## config.mk

```make
export PLATFORM = sky130hd
export DESIGN_NAME = load_ctrl
export DESIGN_NICKNAME = d
export VERILOG_FILES = /design/src/rtl/load_ctrl.sv
export SDC_FILE = /design/constraint.sdc
export NUM_CORES = 1
export LEC_CHECK = 0
export ABC_AREA = 1
export CELL_PAD_IN_SITES_DETAIL_PLACEMENT = 0
export CELL_PAD_IN_SITES_GLOBAL_PLACEMENT = 1
export CORE_MARGIN = 2
export CORE_UTILIZATION = 41
export CTS_BUF_LIST = sky130_fd_sc_hd__clkbuf_8
export CTS_CLUSTER_DIAMETER = 80
export DETAILED_ROUTE_END_ITERATION = 8
export GPL_TIMING_DRIVEN = 0
export HOLD_SLACK_MARGIN = 0.06
export PLACE_DENSITY = 0.86
export SETUP_SLACK_MARGIN = 0.3
export SYNTH_ARGS = -nofsm -noshare
export SYNTH_HDL_FRONTEND = slang
export SYNTH_SLANG_ARGS = --single-unit
```

## constraint.sdc

```tcl
create_clock -name clk -period 2.04 [get_ports clk]
set_clock_uncertainty 0.15 [all_clocks]
set_input_delay 0.204 -clock clk [delete_from_list [all_inputs] [get_ports clk]]
set_output_delay 0.204 -clock clk [all_outputs]
set_load 0.01 [all_outputs]
```

## src/rtl/load_ctrl.sv

```systemverilog
// Load-button front end for the 4-bit counter: synchronizes and debounces the button and switches,
// then issues a one-cycle load pulse carrying the switch value, with optional auto-repeat.
module load_ctrl #(
  parameter int unsigned DATA_W          = 4,
  parameter int unsigned SYNC_STAGES     = 2,
  parameter int unsigned DEBOUNCE_CYCLES = 16,
  parameter int unsigned REPEAT_CYCLES   = 0
) (
  input  logic              clk,
  input  logic              rst_n,
  input  logic              btn_raw,
  input  logic [DATA_W-1:0] sw_raw,
  output logic              load,
  output logic [DATA_W-1:0] c_in,
  output logic              btn_stable
);

  localparam int unsigned DB_W  = $clog2(DEBOUNCE_CYCLES + 1);
  localparam int unsigned RPT_W = (REPEAT_CYCLES == 0) ? 1 : $clog2(REPEAT_CYCLES + 1);

  localparam logic [DB_W-1:0]  DB_MAX  = DB_W'(DEBOUNCE_CYCLES - 1);
  localparam logic [RPT_W-1:0] RPT_MAX = RPT_W'(REPEAT_CYCLES - 1);
  localparam logic [RPT_W-1:0] RPT_SAT = '1;

  typedef enum logic [0:0] {StIdle, StHeld} state_e;

  logic [SYNC_STAGES-1:0]             btn_sync_q;
  logic [SYNC_STAGES-1:0][DATA_W-1:0] sw_sync_q;
  logic                               btn_s;
  logic [DATA_W-1:0]                  sw_s;

  logic [DB_W-1:0]   db_cnt_q, db_cnt_d;
  logic              btn_stable_q, btn_stable_d;
  state_e            state_q, state_d;
  logic [RPT_W-1:0]  rpt_cnt_q, rpt_cnt_d;
  logic              load_q, load_d;
  logic [DATA_W-1:0] c_in_q, c_in_d;

  assign btn_s = btn_sync_q[SYNC_STAGES-1];
  assign sw_s  = sw_sync_q[SYNC_STAGES-1];

  // Any agreeing sample restarts the count; D disagreeing samples in a row flip the level.
  always_comb begin
    db_cnt_d     = '0;
    btn_stable_d = btn_stable_q;
    if (btn_s != btn_stable_q) begin
      if (db_cnt_q == DB_MAX) begin
        btn_stable_d = btn_s;
      end else begin
        db_cnt_d = db_cnt_q + 1'b1;
      end
    end
  end

  // Press is seen one edge after btn_stable rises; release acts on the edge it falls, so a
  // release coinciding with the repeat terminal count suppresses that pulse.
  always_comb begin
    state_d   = state_q;
    load_d    = 1'b0;
    c_in_d    = c_in_q;
    rpt_cnt_d = rpt_cnt_q;
    unique case (state_q)
      StIdle: begin
        if (btn_stable_q) begin
          state_d   = StHeld;
          load_d    = 1'b1;
          c_in_d    = sw_s;
          rpt_cnt_d = '0;
        end
      end
      StHeld: begin
        if (!btn_stable_d) begin
          state_d = StIdle;
        end else if (REPEAT_CYCLES != 0 && rpt_cnt_q == RPT_MAX) begin
          load_d    = 1'b1;
          c_in_d    = sw_s;
          rpt_cnt_d = '0;
        end else if (rpt_cnt_q != RPT_SAT) begin
          rpt_cnt_d = rpt_cnt_q + 1'b1;
        end
      end
      default: state_d = StIdle;
    endcase
  end

  always_ff @(posedge clk) begin
    if (!rst_n) begin
      btn_sync_q   <= '0;
      sw_sync_q    <= '0;
      db_cnt_q     <= '0;
      btn_stable_q <= 1'b0;
      state_q      <= StIdle;
      rpt_cnt_q    <= '0;
      load_q       <= 1'b0;
      c_in_q       <= '0;
    end else begin
      btn_sync_q   <= {btn_sync_q[SYNC_STAGES-2:0], btn_raw};
      sw_sync_q    <= {sw_sync_q[SYNC_STAGES-2:0], sw_raw};
      db_cnt_q     <= db_cnt_d;
      btn_stable_q <= btn_stable_d;
      state_q      <= state_d;
      rpt_cnt_q    <= rpt_cnt_d;
      load_q       <= load_d;
      c_in_q       <= c_in_d;
    end
  end

  assign load       = load_q;
  assign c_in       = c_in_q;
  assign btn_stable = btn_stable_q;

endmodule

```

**After elaboration in Yosys (flattened, before gate mapping)**

Index checks and enable logic that the tools add are counted.

- Bits in registers: 22
- Input bits: 7
- Output and inout port bits: 6
- Logic and storage cells: 22

- $add $sub $neg: 1
- Equal/unequal tests: 2
- Mux-type cells: 5
- Bitwise gates (word level): 3
- Reductions and logical operators: 3

Operators by type and width:

| operator | count |
|---|---|
| adder 5 x 1 -> 5 bit, second input constant | 1 |
| equality test 5 x 4 -> 1 bit, second input constant | 1 |
| two-way mux 1 bit | 4 |
| NOT 1 bit | 3 |
| OR reduction 3 bit | 1 |
| case mux 1 bit (2 select lines) | 1 |
| AND reduction 2 bit | 1 |
| OR reduction 2 bit | 1 |
| inequality test 1 bit | 1 |

**Longest topological paths before layout**

Gate-level depths: netlist of run 1.

- Depth after elaboration: 5
- Mapped depth: 9
- Gate-level depth less buffers: 9

**Worst setup path before layout of run 1**

OpenSTA, ideal clock, no wires.

- Kind: flip-flop to flip-flop
- From: register db_cnt_q[0]
- To: register state_q
- Library setup time: 0.113 ns
- Arrival time: 1.089 ns
- Data required time: 1.777 ns
- Setup slack: 0.688 ns
- Cell stages (with the launch flop): 10
- Buffers on the path: 0
- Period minus slack after synthesis: 1.352 ns
- Path through: dfxtp_1 ha_1 nand2_1 nor2_1 ha_1 inv_1 nand2_1 nand2_1 nand3_1 nand2_1

- Longest elaborated chain between the ends: 5

RTL lines:

| what | line | text |
|---|---|---|
| from (decl) | 32 | `logic [DB_W-1:0] db_cnt_q, db_cnt_d;` |
| from (signal assigned) | 99 | `db_cnt_q <= db_cnt_d;` |
| equality test 5 x 4 -> 1 bit | 47 | `if (db_cnt_q == DB_MAX) begin` |
| two-way mux 1 bit | 47 |  |
| two-way mux 1 bit | 46 | `if (btn_s != btn_stable_q) begin` |
| two-way mux 1 bit | 72 | `if (!btn_stable_d) begin` |
| case mux 1 bit (2 select lines) | 62 | `unique case (state_q)` |
| to (signal assigned) | 92 | `state_q <= StIdle;` |
| to (signal assigned) | 101 | `state_q <= state_d;` |
| to (decl) | 34 | `state_e state_q, state_d;` |

No other way between the ends.
A chain may end at the register's enable or synchronous reset.

**Worst setup path after layout of run 1**

- From: register btn_stable_q, in the netlist btn_stable
- To: output btn_stable

RTL lines:

| what | line | text |
|---|---|---|
| from (decl) | 33 | `logic btn_stable_q, btn_stable_d;` |
| from (signal assigned) | 100 | `btn_stable_q <= btn_stable_d;` |
| to (decl) | 15 | `output logic btn_stable` |

No word-level cell between the ends.

==> results of run 1 <==
==> power by group <==
group | internal (uW) | total (uW) | switching [uW]
Sequential | 439 | 442 | 2.79
Combinational | 15.7 | 28.2 | 12.5
Clock | 131 | 247 | 116
==> placed cells by master (no fill, tap or decap), types with 2 or more instances in the layout <==
cell                              Yosys  routed
sky130_fd_sc_hd__dfxtp_1             22      22
sky130_fd_sc_hd__nand2_1             21      21
sky130_fd_sc_hd__inv_1               19      19
sky130_fd_sc_hd__nor2_1              14      14
sky130_fd_sc_hd__clkdlybuf4s50_1      0      12
sky130_fd_sc_hd__o21ai_0              4       4
sky130_fd_sc_hd__clkbuf_8             0       3
sky130_fd_sc_hd__nand3_1              2       2
sky130_fd_sc_hd__ha_1                 2       2
==> logic make-up after synthesis <==
kind of cell / synth area share [%]
compound gates: 3.366
buf+inv: 10.77
simple gates: 22.06
fa+ha+maj: 3.366
xor+xnor: 1.179
flops: 59.26
==> metal layers <==
layer  global-route usage (%)  vias to the layer above
met2                    14.17                       11
met3                    4.706                        2
met1                    11.61                      224
li1                         -                      295
met5                        0                        -
met4                    6.857                        0
==> worst paths after layout <==
kind	start	endpoint	cells past startpoint
hold reg to reg	btn_sync_q[0]	btn_sync_q[1]	2
setup / recovery	btn_stable	btn_stable	1
hold / removal	btn_sync_q[0]	btn_sync_q[1]	2
setup reg to reg	db_cnt_q[0]	state_q	9
==> final cells by class <==
| type | instances | area, sq um | share of cell area [%] |
|---|---|---|---|
| Sequential cell | 22 | 440.4 | 47.06 |
| Tap cell | 25 | 31.28 | 3.342 |
| Timing Repair Buffer | 12 | 120.1 | 12.83 |
| Clock buffer | 3 | 41.29 | 4.412 |
| Inverter | 20 | 75.07 | 8.021 |
| Multi-Input combinational cell | 48 | 222.7 | 23.80 |
| Buffer | 1 | 5.005 | 0.5348 |
==> through the flow <==
step / hold slack [ns] / setup slack (ns)
3_5_place_dp: 0.2460 / 0.5571
6_report: 0.2611 / 0.4769
2_1_floorplan: 0.1516 / 0.6876
3_3_place_gp: 0.2428 / 0.5858
5_1_grt: 0.2774 / 0.3816
4_1_cts: 0.2634 / 0.4679
==> sequential cells by signal (all words and copies together), names as in the netlist <==
name and flops:
btn_stable 1, c_in 4, state_q 1, btn_sync_q 2, db_cnt_q 5, load 1
sw_sync_q 4, sw_s 4
==> report_table.html, run 1 <==
<table>
<tr><th>Metric</th><th>Value</th></tr>
<tr><th colspan="2">Layout</th></tr>
<tr><td>Post-route non-filler standard cell count</td><td>between 100 and 150</td></tr>
<tr><td>Fraction of layout cells with a size suffix above 1</td><td>6.604%</td></tr>
<tr><td>Util after Layout</td><td>54.80%</td></tr>
<tr><td>Post-Layout Inst Area</td><td>about 940 sq um</td></tr>
<tr><td>Area added between synthesis and finish</td><td>25.93%</td></tr>
<tr><td>Nets@finish</td><td>117</td></tr>
<tr><td>Antenna diode instance count</td><td>0</td></tr>
<tr><td>Count of fill cells added during filler insertion</td><td>162</td></tr>
<tr><th colspan="2">Clock tree</th></tr>
<tr><td>TritonCTS buffer count</td><td>3</td></tr>
<tr><td>H-tree Lvls</td><td>1</td></tr>
<tr><td>Clock transition at the register clock pins on the worst setup and hold paths after CTS</td><td>~0.07 ns</td></tr>
<tr><td>Clock tree from TritonCTS</td><td>built</td></tr>
<tr><td>Number of setup buffers added after CTS</td><td>0</td></tr>
<tr><td>Post-cts sizing count</td><td>0</td></tr>
<tr><td>Worst-Skew Late Latency</td><td>approximately 0.25 ns</td></tr>
<tr><td>Max clock buf depth</td><td>2</td></tr>
<tr><td># clock sinks</td><td>22</td></tr>
<tr><td>CTS hold repair buffers</td><td>0</td></tr>
<tr><td>Clock Tree Root</td><td>sky130_fd_sc_hd__clkbuf_8</td></tr>
<tr><th colspan="2">Yosys</th></tr>
<tr><td>Most numerous cell types in the synthesized netlist</td><td>sky130_fd_sc_hd__dfxtp_1, sky130_fd_sc_hd__nand2_1, sky130_fd_sc_hd__inv_1</td></tr>
<tr><td>Most common cell in the netlist</td><td>sky130_fd_sc_hd__dfxtp_1</td></tr>
<tr><td>Net count of the mapped netlist</td><td>100</td></tr>
<tr><td>Cell variety after synth</td><td>14</td></tr>
<tr><td>Top cell type by total area after synthesis</td><td>sky130_fd_sc_hd__dfxtp_1</td></tr>
<tr><td>Synth Flop Type</td><td>sky130_fd_sc_hd__dfxtp_1</td></tr>
<tr><td>Area share of the largest cell type after synthesis</td><td>approximately 59%</td></tr>
<tr><td>EDFF count, synth</td><td>0</td></tr>
<tr><td>Fraction of registers with async set/reset</td><td>0%</td></tr>
<tr><td>Total standard cell area after synthesis</td><td>743.2 sq um</td></tr>
<tr><td>Cells taking the most area after synthesis</td><td>sky130_fd_sc_hd__dfxtp_1, sky130_fd_sc_hd__nand2_1, sky130_fd_sc_hd__inv_1</td></tr>
<tr><td>Number of instances in the synthesized netlist</td><td>91</td></tr>
<tr><td>Syn. warnings</td><td>0</td></tr>
<tr><td>Sequential cell area fraction in the yosys report</td><td>59.26%</td></tr>
<tr><td>Mean instance size in the synthesized netlist</td><td>8.167 sq um</td></tr>
<tr><td>Number of synthesized register bits</td><td>22</td></tr>
<tr><th colspan="2">Floorplan</th></tr>
<tr><td>Die height</td><td>46.58 um</td></tr>
<tr><td>Horizontal die dimension</td><td>46.58 um</td></tr>
<tr><td>Core area</td><td>0.001708 sq mm</td></tr>
<tr><td>Starting density of the core</td><td>~44%</td></tr>
<tr><td>IO Pins</td><td>13</td></tr>
<tr><td>Number of placement rows</td><td>15</td></tr>
<tr><td>Die area</td><td>0.002169 sq mm</td></tr>
<tr><th colspan="2">Drt</th></tr>
<tr><td>Total number of vias</td><td>532</td></tr>
<tr><td>Detail Route met2 WL</td><td>429 um</td></tr>
<tr><td>DRC violation count after routing</td><td>0</td></tr>
<tr><td>WL met1</td><td>445 um</td></tr>
<tr><td>Met3 Routed Length</td><td>about 56 um</td></tr>
<tr><td>Antenna viol nets, final</td><td>0</td></tr>
<tr><td>Top routing layer used</td><td>met4</td></tr>
<tr><td>Routed wirelength normalized by instance count</td><td>7.191 um</td></tr>
<tr><td>Total Routed Length</td><td>about 940 um</td></tr>
<tr><td>Pre-Repair DR Iteration Count</td><td>3</td></tr>
<tr><td>Initial DRC count</td><td>5</td></tr>
<tr><td>Mean number of vias per cell</td><td>4.061</td></tr>
<tr><th colspan="2">Critical path</th></tr>
<tr><td>Cell-by-cell listing of the critical path</td><td>clkdlybuf4s50_1</td></tr>
<tr><td>Crit path buf inv count</td><td>1</td></tr>
<tr><td>Largest incremental delay on the critical path</td><td>0.56 ns</td></tr>
<tr><td>Required @ worst endpoint</td><td>1.69 ns</td></tr>
<tr><td>Worst Path Arrival</td><td>1.21 ns</td></tr>
<tr><td>Crit start category</td><td>flip-flop</td></tr>
<tr><td>Setup slack, reg-to-reg</td><td>0.56 ns</td></tr>
<tr><td>Type of element capturing the critical path</td><td>output port</td></tr>
<tr><td>Maximum fanout along the worst path</td><td>5</td></tr>
<tr><td>Kind of cell adding the most delay to the critical path</td><td>buffers and inverters</td></tr>
<tr><td>Type of the worst setup path</td><td>flip-flop to output port</td></tr>
<tr><td>Slowest cell on the critical path</td><td>sky130_fd_sc_hd__clkdlybuf4s50_1</td></tr>
<tr><th colspan="2">STA</th></tr>
<tr><td>Remaining max-slew budget at the tightest pin</td><td>about 84%</td></tr>
<tr><td>Setup repair after global routing missed its margin</td><td>no</td></tr>
<tr><td>Pins over their slew limit</td><td>0</td></tr>
<tr><td>Transition time at the pin with the least slew margin</td><td>about 0.24 ns</td></tr>
<tr><td>Finish-stage setup viols</td><td>0</td></tr>
<tr><td>Post-route minimum period</td><td>1.563 ns</td></tr>
<tr><td>Share of the clock period used by the worst path</td><td>76.62%</td></tr>
<tr><td>Peak clock frequency supported by timing</td><td>639.8 MHz</td></tr>
<tr><td>Count of final hold-check violations</td><td>0</td></tr>
<tr><td>Setup total negative slack</td><td>0 ns</td></tr>
<tr><th colspan="2">Global routing</th></tr>
<tr><td>Pin count of the biggest net entering global routing</td><td>12</td></tr>
<tr><td>Vias in the first global route</td><td>381</td></tr>
<tr><td>Global-route wire length before repair</td><td>1462 um</td></tr>
<tr><td>Antenna violations before repair</td><td>0</td></tr>
<tr><td>Overflow left after global routing</td><td>0</td></tr>
<tr><td>Overall global routing resource usage</td><td>around 10%</td></tr>
<tr><th colspan="2">Outcome</th></tr>
<tr><td>Status</td><td>complete, no violations</td></tr>
<tr><th colspan="2">Place</th></tr>
<tr><td>Cell area after placement</td><td>894.6 sq um</td></tr>
<tr><td>Final weighted congestion in routability-driven placement</td><td>0.7422</td></tr>
<tr><td>Total half-perimeter wirelength after legalization and detailed placement</td><td>between 700 and 800 um</td></tr>
<tr><td>Number of cells in the design after placement</td><td>128</td></tr>
<tr><td>Buffers on Ports</td><td>12</td></tr>
<tr><th colspan="2">Pwr</th></tr>
<tr><td>Worst vdd rail ir drop</td><td>356.3 uV</td></tr>
<tr><td>Ratio of total power to cell area</td><td>~770 mW/mm^2</td></tr>
<tr><td>Leakage power</td><td>0.0004541 uW</td></tr>
<tr><td>Total Power Consumption</td><td>717.0 uW</td></tr>
<tr><th colspan="2">Run</th></tr>
<tr><td>Max Cap Violations</td><td>0</td></tr>
<tr><th colspan="2">Hold path</th></tr>
<tr><td>Worst hold path class</td><td>flip-flop to flip-flop</td></tr>
</table>
Note: power is estimated with default switching activity, not from simulation.
==> run 2: changes to the inputs <==
--- a/config.mk
+++ b/config.mk
@@ -9,13 +9,13 @@
 export CELL_PAD_IN_SITES_DETAIL_PLACEMENT = 0
 export CELL_PAD_IN_SITES_GLOBAL_PLACEMENT = 1
 export CORE_MARGIN = 2
-export CORE_UTILIZATION = 41
+export CORE_UTILIZATION = 35
 export CTS_BUF_LIST = sky130_fd_sc_hd__clkbuf_8
 export CTS_CLUSTER_DIAMETER = 80
 export DETAILED_ROUTE_END_ITERATION = 8
 export GPL_TIMING_DRIVEN = 0
 export HOLD_SLACK_MARGIN = 0.06
-export PLACE_DENSITY = 0.86
+export PLACE_DENSITY = 0.79
 export SETUP_SLACK_MARGIN = 0.3
 export SYNTH_ARGS = -nofsm -noshare
 export SYNTH_HDL_FRONTEND = slang
==> constraint.sdc (replaced) <==
create_clock -name clk -period 1.4 [get_ports clk]
set_clock_uncertainty 0.15 [all_clocks]
set_input_delay 0.14 -clock clk [delete_from_list [all_inputs] [get_ports clk]]
set_output_delay 0.14 -clock clk [all_outputs]
set_load 0.01 [all_outputs]
==> report_table.html, run 2 (synthesized netlist as in run 1, its figures left out) <==
<table>
<tr><th>Metric</th><th>Value</th></tr>
<tr><th colspan="2">Place</th></tr>
<tr><td>Buffers on Ports</td><td>12 (unchanged)</td></tr>
<tr><td>Total half-perimeter wirelength after legalization and detailed placement</td><td>749.2 um (+5.3%)</td></tr>
<tr><td>Final weighted congestion in routability-driven placement</td><td>0.7595 (+2.3%)</td></tr>
<tr><th colspan="2">Drt</th></tr>
<tr><td>Antenna viol nets, final</td><td>0 (unchanged)</td></tr>
<tr><td>Total number of vias</td><td>573 (+7.7%)</td></tr>
<tr><td>Pre-Repair DR Iteration Count</td><td>2 (-1)</td></tr>
<tr><td>Total Routed Length</td><td>1154 um (+23%)</td></tr>
<tr><td>DRC violation count after routing</td><td>0 (unchanged)</td></tr>
<tr><td>Mean number of vias per cell</td><td>4.122 (+1.5%)</td></tr>
<tr><td>Routed wirelength normalized by instance count</td><td>8.302 um (+15%)</td></tr>
<tr><td>Initial DRC count</td><td>3 (-2)</td></tr>
<tr><th colspan="2">STA</th></tr>
<tr><td>Remaining max-slew budget at the tightest pin</td><td>82.65% (-1.3 points)</td></tr>
<tr><td>Setup total negative slack</td><td>0 ns (unchanged)</td></tr>
<tr><td>Share of the clock period used by the worst path</td><td>95.89%</td></tr>
<tr><td>Peak clock frequency supported by timing</td><td>~740 MHz</td></tr>
<tr><td>Worst hold-check slack</td><td>0.1122 ns (-0.1489 ns)</td></tr>
<tr><td>Setup repair after global routing missed its margin</td><td>yes</td></tr>
<tr><td>Pins over their slew limit</td><td>0 (unchanged)</td></tr>
<tr><td>Finish-stage setup viols</td><td>0 (unchanged)</td></tr>
<tr><td>Post-route minimum period</td><td>1.342 ns</td></tr>
<tr><td>Count of final hold-check violations</td><td>0 (unchanged)</td></tr>
<tr><td>Transition time at the pin with the least slew margin</td><td>0.2598 ns (+0.01965 ns)</td></tr>
<tr><th colspan="2">Critical path</th></tr>
<tr><td>Kind of cell adding the most delay to the critical path</td><td>simple AND/OR/NAND/NOR gates</td></tr>
<tr><td>Crit path buf inv count</td><td>1 (unchanged)</td></tr>
<tr><td>Largest incremental delay on the critical path</td><td>0.36 ns (-0.20 ns)</td></tr>
<tr><td>Cell-by-cell listing of the critical path</td><td>ha_4 -&gt; nand2_4 -&gt; nor2_4 -&gt; ha_4 -&gt; inv_2 -&gt; nand2_2 -&gt; nand2_1 -&gt; nand3_1 -&gt; nand2_1</td></tr>
<tr><td>Worst Path Arrival</td><td>1.35 ns (+0.14 ns)</td></tr>
<tr><td>Crit start category</td><td>flip-flop</td></tr>
<tr><td>Maximum fanout along the worst path</td><td>3 (-2)</td></tr>
<tr><td>Type of element capturing the critical path</td><td>flip-flop</td></tr>
<tr><td>Slowest cell on the critical path</td><td>sky130_fd_sc_hd__dfxtp_4</td></tr>
<tr><td>Required @ worst endpoint</td><td>1.41 ns (-0.28 ns)</td></tr>
<tr><td>Type of the worst setup path</td><td>flip-flop to flip-flop</td></tr>
<tr><th colspan="2">Global routing</th></tr>
<tr><td>Global-route wire length before repair</td><td>1925 um (+32%)</td></tr>
<tr><td>Overall global routing resource usage</td><td>10.36% (+0.42 points)</td></tr>
<tr><td>Antenna violations before repair</td><td>0 (unchanged)</td></tr>
<tr><td>Vias in the first global route</td><td>489 (+28%)</td></tr>
<tr><td>Overflow left after global routing</td><td>0 (unchanged)</td></tr>
<tr><td>Pin count of the biggest net entering global routing</td><td>14 (+2)</td></tr>
<tr><th colspan="2">Layout</th></tr>
<tr><td>Area added between synthesis and finish</td><td>43.10%</td></tr>
<tr><td>Fraction of layout cells with a size suffix above 1</td><td>32.14% (+26 points)</td></tr>
<tr><td>Antenna diode instance count</td><td>0 (unchanged)</td></tr>
<tr><td>Register with the highest flop count</td><td>db_cnt_q</td></tr>
<tr><td>Multi-input combinational cell area</td><td>289.0 sq um (+30%)</td></tr>
<tr><td>Count of fill cells added during filler insertion</td><td>183 (+13%)</td></tr>
<tr><td>Nets@finish</td><td>122 (+4.3%)</td></tr>
<tr><td>Sequential cell area</td><td>456.7 sq um (+3.7%)</td></tr>
<tr><td>Highest-count cells in the layout ignoring fill and taps</td><td>sky130_fd_sc_hd__inv_1, sky130_fd_sc_hd__nand2_1, sky130_fd_sc_hd__dfxtp_1</td></tr>
<tr><td>Number of flip-flops in the largest register</td><td>5 (unchanged)</td></tr>
<tr><th colspan="2">Outcome</th></tr>
<tr><td>Status</td><td>complete, no violations</td></tr>
<tr><th colspan="2">Clock tree</th></tr>
<tr><td>TritonCTS buffer count</td><td>3 (unchanged)</td></tr>
<tr><td>H-tree Lvls</td><td>1 (unchanged)</td></tr>
<tr><td>Worst-Skew Late Latency</td><td>0.25 ns (about the same)</td></tr>
<tr><td>Clock transition at the register clock pins on the worst setup and hold paths after CTS</td><td>0.07 ns (about the same)</td></tr>
<tr><td># clock sinks</td><td>22 (unchanged)</td></tr>
<tr><td>Clock Tree Root</td><td>sky130_fd_sc_hd__clkbuf_8</td></tr>
<tr><td>Max clock buf depth</td><td>2 (unchanged)</td></tr>
<tr><td>Clock tree from TritonCTS</td><td>built</td></tr>
<tr><td>CTS hold repair buffers</td><td>0 (unchanged)</td></tr>
<tr><th colspan="2">Floorplan</th></tr>
<tr><td>Core area</td><td>0.001982 sq mm (+16%)</td></tr>
<tr><td>Die height</td><td>50.08 um (+7.5%)</td></tr>
<tr><td>IO Pins</td><td>13 (unchanged)</td></tr>
<tr><td>Starting density of the core</td><td>37.50% (-6.0 points)</td></tr>
<tr><td>Die area</td><td>0.002508 sq mm (+16%)</td></tr>
<tr><td>Number of placement rows</td><td>16 (+1)</td></tr>
<tr><td>Horizontal die dimension</td><td>50.08 um (+7.5%)</td></tr>
<tr><th colspan="2">Pwr</th></tr>
<tr><td>Total Power Consumption</td><td>1254 uW (+75%)</td></tr>
<tr><td>Leakage power</td><td>0.0005377 uW (+18%)</td></tr>
<tr><td>Worst vdd rail ir drop</td><td>660.8 uV (+85%)</td></tr>
<tr><td>Ratio of total power to cell area</td><td>1179 mW/mm^2 (+54%)</td></tr>
<tr><th colspan="2">Run</th></tr>
<tr><td>Max Cap Violations</td><td>0 (unchanged)</td></tr>
<tr><th colspan="2">Hold path</th></tr>
<tr><td>Worst hold path class</td><td>input pin to flip-flop</td></tr>
</table>
[run 2: path summary, 6_finish.rpt]
| check | start | cells past startpoint | endpoint | slack, ns |
|---|---|---|---|---|
| max | db_cnt_q[1] | 9 | state_q | 0.06 |
| min | rst_n | 3 | c_in[0] | 0.11 |
| max reg2reg | db_cnt_q[1] | 9 | state_q | 0.06 |
| min reg2reg | sw_sync_q[0] | 2 | sw_s[0] | 0.26 |
[run 2: report_power, final]
group | internal, uW | switching [uW] | total [uW]
Combinational | 25.6 | 21.5 | 47.1
Sequential | 634 | 4.26 | 639
Clock | 381 | 187 | 568
Total | 1040 | 213 | 1250
[run 2: timing repair]
action                     CTS  global route
gates resized for setup     25            21
setup buffers                3             2
setup endpoints to repair   13            22
pin swaps                    5             7
[run 2: stage by stage]
stage	cells	cell area (sq um)	setup slack, ns	util (%)
2_1_floorplan	91	760.7	0.1001	-
3_3_place_gp	130	914.6	0.02598	46.15
3_5_place_dp	130	914.6	-0.01555	46.15
4_1_cts	137	1021	-0.01377	51.52
5_1_grt	139	1064	-0.02354	53.66
6_report	139	1064	0.05756	53.66
[run 2: layout make-up]
cell class / count / share of cell area, %
plain buffers: 1 / 0.7059
clock inverters: 1 / 2.824
well taps: 27 / 3.176
multi-input cells: 48 / 27.18
repair buffers: 17 / 12.24
inverters: 20 / 7.059
flip-flops and latches: 22 / 42.94
clock buffers: 3 / 3.882
[run 2: tightest hold or removal path, cell delays in order]
cell                             delay, ns
sky130_fd_sc_hd__dlymetal6s2s_1       0.20
sky130_fd_sc_hd__o21ai_0              0.11
sky130_fd_sc_hd__nor2_1               0.04
[run 2: metal layers]
layer	routed length [um]	part of all wire, %	global-route usage (%)
met1	472	41	11.53
met2	623	54	17.11
met3	58	5.0	4.545
met4	0	0	4.167
met5	0	0	0
==> run 3: changes to the inputs <==
--- a/config.mk
+++ b/config.mk
@@ -9,13 +9,14 @@
 export CELL_PAD_IN_SITES_DETAIL_PLACEMENT = 0
 export CELL_PAD_IN_SITES_GLOBAL_PLACEMENT = 1
 export CORE_MARGIN = 2
-export CORE_UTILIZATION = 35
+export CORE_UTILIZATION = 41
 export CTS_BUF_LIST = sky130_fd_sc_hd__clkbuf_8
 export CTS_CLUSTER_DIAMETER = 80
 export DETAILED_ROUTE_END_ITERATION = 8
+export DONT_BUFFER_PORTS = 1
 export GPL_TIMING_DRIVEN = 0
 export HOLD_SLACK_MARGIN = 0.06
-export PLACE_DENSITY = 0.79
+export PLACE_DENSITY = 0.76
 export SETUP_SLACK_MARGIN = 0.3
 export SYNTH_ARGS = -nofsm -noshare
 export SYNTH_HDL_FRONTEND = slang
==> report_table.html, run 3 (synthesized netlist as in run 1, its figures left out) <==
<table>
<tr><th>Metric</th><th>Value</th></tr>
<tr><th colspan="2">Outcome</th></tr>
<tr><td>Status</td><td>finished, violations left</td></tr>
<tr><td>Failing checks</td><td>hold timing</td></tr>
<tr><th colspan="2">Drt</th></tr>
<tr><td>Pre-Repair DR Iteration Count</td><td>3 (+1)</td></tr>
<tr><td>Total Routed Length</td><td>1153 um (about the same)</td></tr>
<tr><td>Routed wirelength normalized by instance count</td><td>8.802 um (+6.0%)</td></tr>
<tr><td>Total number of vias</td><td>533 (-7.0%)</td></tr>
<tr><td>Antenna viol nets, final</td><td>0 (unchanged)</td></tr>
<tr><td>Initial DRC count</td><td>2 (-1)</td></tr>
<tr><td>DRC violation count after routing</td><td>0 (unchanged)</td></tr>
<tr><td>Mean number of vias per cell</td><td>4.069 (-1.3%)</td></tr>
<tr><th colspan="2">Pwr</th></tr>
<tr><td>Net switching component of the power</td><td>223.6 uW (+5.2%)</td></tr>
<tr><td>Switching fraction of total power</td><td>19.69% (+2.7 points)</td></tr>
<tr><td>Ratio of total power to cell area</td><td>1163 mW/mm^2 (-1.3%)</td></tr>
<tr><td>Worst vdd rail ir drop</td><td>768.1 uV (+16%)</td></tr>
<tr><td>Internal power</td><td>911.8 uW (-12%)</td></tr>
<tr><td>Relative contribution of sequential cells to total power</td><td>56.5% (+5.6 points)</td></tr>
<tr><td>Leakage power</td><td>0.0004651 uW (-14%)</td></tr>
<tr><td>Fraction of power consumed by the clock network</td><td>39.8% (-5.5 points)</td></tr>
<tr><td>Proportion of power drawn by combinational gates</td><td>3.7% (about the same)</td></tr>
<tr><th colspan="2">Critical path</th></tr>
<tr><td>Crit start category</td><td>flip-flop</td></tr>
<tr><td>Required @ worst endpoint</td><td>1.42 ns (about the same)</td></tr>
<tr><td>Crit-path most repeated cell</td><td>sky130_fd_sc_hd__nand2_2</td></tr>
<tr><td>Setup slack, reg-to-reg</td><td>0.02 ns (-0.04 ns)</td></tr>
<tr><td>Slowest cell on the critical path</td><td>sky130_fd_sc_hd__dfxtp_2</td></tr>
<tr><td>Crit path buf inv count</td><td>1 (unchanged)</td></tr>
<tr><td>Worst Path Arrival</td><td>1.40 ns (+0.05 ns)</td></tr>
<tr><td>Maximum fanout along the worst path</td><td>3 (unchanged)</td></tr>
<tr><td>Cell-by-cell listing of the critical path</td><td>ha_4 -&gt; nand2_2 -&gt; nor2_2 -&gt; ha_2 -&gt; inv_2 -&gt; nand2_2 -&gt; nand2_2 -&gt; nand3_2 -&gt; nand2_1</td></tr>
<tr><td>Kind of cell adding the most delay to the critical path</td><td>simple AND/OR/NAND/NOR gates</td></tr>
<tr><td>Type of element capturing the critical path</td><td>flip-flop</td></tr>
<tr><td>Type of the worst setup path</td><td>flip-flop to flip-flop</td></tr>
<tr><td>Largest incremental delay on the critical path</td><td>0.36 ns (about the same)</td></tr>
<tr><th colspan="2">Floorplan</th></tr>
<tr><td>Core area</td><td>0.001708 sq mm (-14%)</td></tr>
<tr><td>Die area</td><td>0.002169 sq mm (-14%)</td></tr>
<tr><td>Die height</td><td>46.58 um (-7.0%)</td></tr>
<tr><td>IO Pins</td><td>13 (unchanged)</td></tr>
<tr><td>Number of placement rows</td><td>15 (-1)</td></tr>
<tr><td>Horizontal die dimension</td><td>46.58 um (-7.0%)</td></tr>
<tr><td>Starting density of the core</td><td>43.52% (+6.0 points)</td></tr>
<tr><th colspan="2">Clock tree</th></tr>
<tr><td>CTS hold repair buffers</td><td>7 (+7)</td></tr>
<tr><td>Worst-Skew Late Latency</td><td>0.27 ns (+0.02 ns)</td></tr>
<tr><td>Clock Tree Root</td><td>sky130_fd_sc_hd__clkbuf_8</td></tr>
<tr><td># clock sinks</td><td>22 (unchanged)</td></tr>
<tr><td>TritonCTS buffer count</td><td>3 (unchanged)</td></tr>
<tr><td>Max clock buf depth</td><td>2 (unchanged)</td></tr>
<tr><td>Clock transition at the register clock pins on the worst setup and hold paths after CTS</td><td>0.08 ns (about the same)</td></tr>
<tr><td>Clock tree from TritonCTS</td><td>built</td></tr>
<tr><td>H-tree Lvls</td><td>1 (unchanged)</td></tr>
<tr><th colspan="2">Run</th></tr>
<tr><td>Max Cap Violations</td><td>0 (unchanged)</td></tr>
<tr><th colspan="2">STA</th></tr>
<tr><td>Worst hold-check slack</td><td>-0.1636 ns (-0.2759 ns)</td></tr>
<tr><td>Finish-stage setup viols</td><td>0 (unchanged)</td></tr>
<tr><td>Post-route minimum period</td><td>1.384 ns (+0.04139 ns)</td></tr>
<tr><td>Setup total negative slack</td><td>0 ns (unchanged)</td></tr>
<tr><td>Pins over their slew limit</td><td>0 (unchanged)</td></tr>
<tr><td>Setup repair after global routing missed its margin</td><td>yes</td></tr>
<tr><td>Remaining max-slew budget at the tightest pin</td><td>87.78% (+5.1 points)</td></tr>
<tr><td>Transition time at the pin with the least slew margin</td><td>0.1820 ns (-0.07786 ns)</td></tr>
<tr><td>Count of final hold-check violations</td><td>6 (+6)</td></tr>
<tr><td>Peak clock frequency supported by timing</td><td>722.6 MHz (-3.0%)</td></tr>
<tr><td>Share of the clock period used by the worst path</td><td>98.85% (+3.0 points)</td></tr>
<tr><th colspan="2">Layout</th></tr>
<tr><td>Post-route non-filler standard cell count</td><td>131 (-5.8%)</td></tr>
<tr><td>Antenna diode instance count</td><td>0 (unchanged)</td></tr>
<tr><td>Area added between synthesis and finish</td><td>31.31%</td></tr>
<tr><td>Nets@finish</td><td>116 (-4.9%)</td></tr>
<tr><td>Number of flip-flops in the largest register</td><td>5 (unchanged)</td></tr>
<tr><td>Util after Layout</td><td>57.14% (+3.5 points)</td></tr>
<tr><td>Register with the highest flop count</td><td>db_cnt_q</td></tr>
<tr><td>Highest-count cells in the layout ignoring fill and taps</td><td>sky130_fd_sc_hd__dfxtp_1, sky130_fd_sc_hd__nand2_1, sky130_fd_sc_hd__inv_1</td></tr>
<tr><td>Fraction of layout cells with a size suffix above 1</td><td>25.47% (-6.7 points)</td></tr>
<tr><td>Commonest non-fill, non-tap cell in the layout</td><td>sky130_fd_sc_hd__dfxtp_1</td></tr>
<tr><th colspan="2">Place</th></tr>
<tr><td>Buffers on Ports</td><td>0 (-12)</td></tr>
<tr><td>Final weighted congestion in routability-driven placement</td><td>0.7753 (+2.1%)</td></tr>
<tr><td>Number of cells in the design after placement</td><td>116 (-11%)</td></tr>
<tr><td>Total half-perimeter wirelength after legalization and detailed placement</td><td>734.7 um (-1.9%)</td></tr>
<tr><th colspan="2">Global routing</th></tr>
<tr><td>Vias in the first global route</td><td>464 (-5.1%)</td></tr>
<tr><td>Overall global routing resource usage</td><td>13.25% (+2.9 points)</td></tr>
<tr><td>Antenna violations before repair</td><td>0 (unchanged)</td></tr>
<tr><td>Overflow left after global routing</td><td>0 (unchanged)</td></tr>
<tr><td>Global-route wire length before repair</td><td>1863 um (-3.2%)</td></tr>
<tr><td>Pin count of the biggest net entering global routing</td><td>13 (-1)</td></tr>
<tr><th colspan="2">Hold path</th></tr>
<tr><td>Worst hold path class</td><td>input pin to flip-flop</td></tr>
</table>
==> run 3: worst paths after layout <==
path | start | end | cells past startpoint
setup / recovery | db_cnt_q[0] | state_q | 9
hold / removal | rst_n | state_q | 2
setup reg to reg | db_cnt_q[0] | state_q | 9
hold reg to reg | sw_sync_q[0] | sw_s[0] | 2
==> run 3: repair_timing <==
| item | 4_1_cts | 5_1_grt |
|---|---|---|
| endpoints found under the setup margin | 12 | 17 |
| resized for setup | 5 | 10 |
| setup buffers | 3 | 2 |
| hold endpoints to repair | 22 | 16 |
| pin swaps | 4 | 5 |
==> run 3: per-stage QoR <==
stage	worst slack [ns]	cell area (sq um)	total power [uW]	hold slack, ns
2_1_floorplan	0.1001	760.7	678.3	0.08763
3_3_place_gp	0.003450	792.0	681.9	0.09010
3_5_place_dp	-0.02486	792.0	682.5	0.09217
4_1_cts	0.02777	950.9	1148	-0.1504
5_1_grt	-0.05623	975.9	1192	-0.1762
6_report	0.01617	975.9	1135	-0.1636
==> run 3: area by class of cell <==
cell class                      instances  area (sq um)
Fill cell                             159         732.0
Sequential cell                        22         446.7
Multi-Input combinational cell         48         265.3
Timing Repair Buffer                   11         97.59
Inverter                               20         75.07
Clock buffer                            4         55.05
Tap cell                               25         31.28
Buffer                                  1         5.005
==> run 3: worst register-to-register path: stages, from the launching register on <==
cell	delay, ns
sky130_fd_sc_hd__dfxtp_2	0.36
sky130_fd_sc_hd__ha_4	0.14
sky130_fd_sc_hd__nand2_2	0.05
sky130_fd_sc_hd__nor2_2	0.11
sky130_fd_sc_hd__ha_2	0.21
sky130_fd_sc_hd__inv_2	0.04
sky130_fd_sc_hd__nand2_2	0.06
sky130_fd_sc_hd__nand2_2	0.06
sky130_fd_sc_hd__nand3_2	0.06
sky130_fd_sc_hd__nand2_1	0.04
==> run 3: power by group through the flow <==
stage	Sequential [uW]	Clock, uW	Combinational, uW
6_report	642	452	41.7
5_1_grt	644	499	49.1
4_1_cts	644	463	41.1
3_5_place_dp	659	0	23.6
3_3_place_gp	659	0	23.2
2_1_floorplan	658	0	20.3
==> run 3: metal layers <==
layer  global-route usage (%)  part of all wire [%]
met2                    19.72                    47
met1                    14.29                    44
met5                        0                     0
met3                    6.275                   6.4
met4                    10.29                   2.9
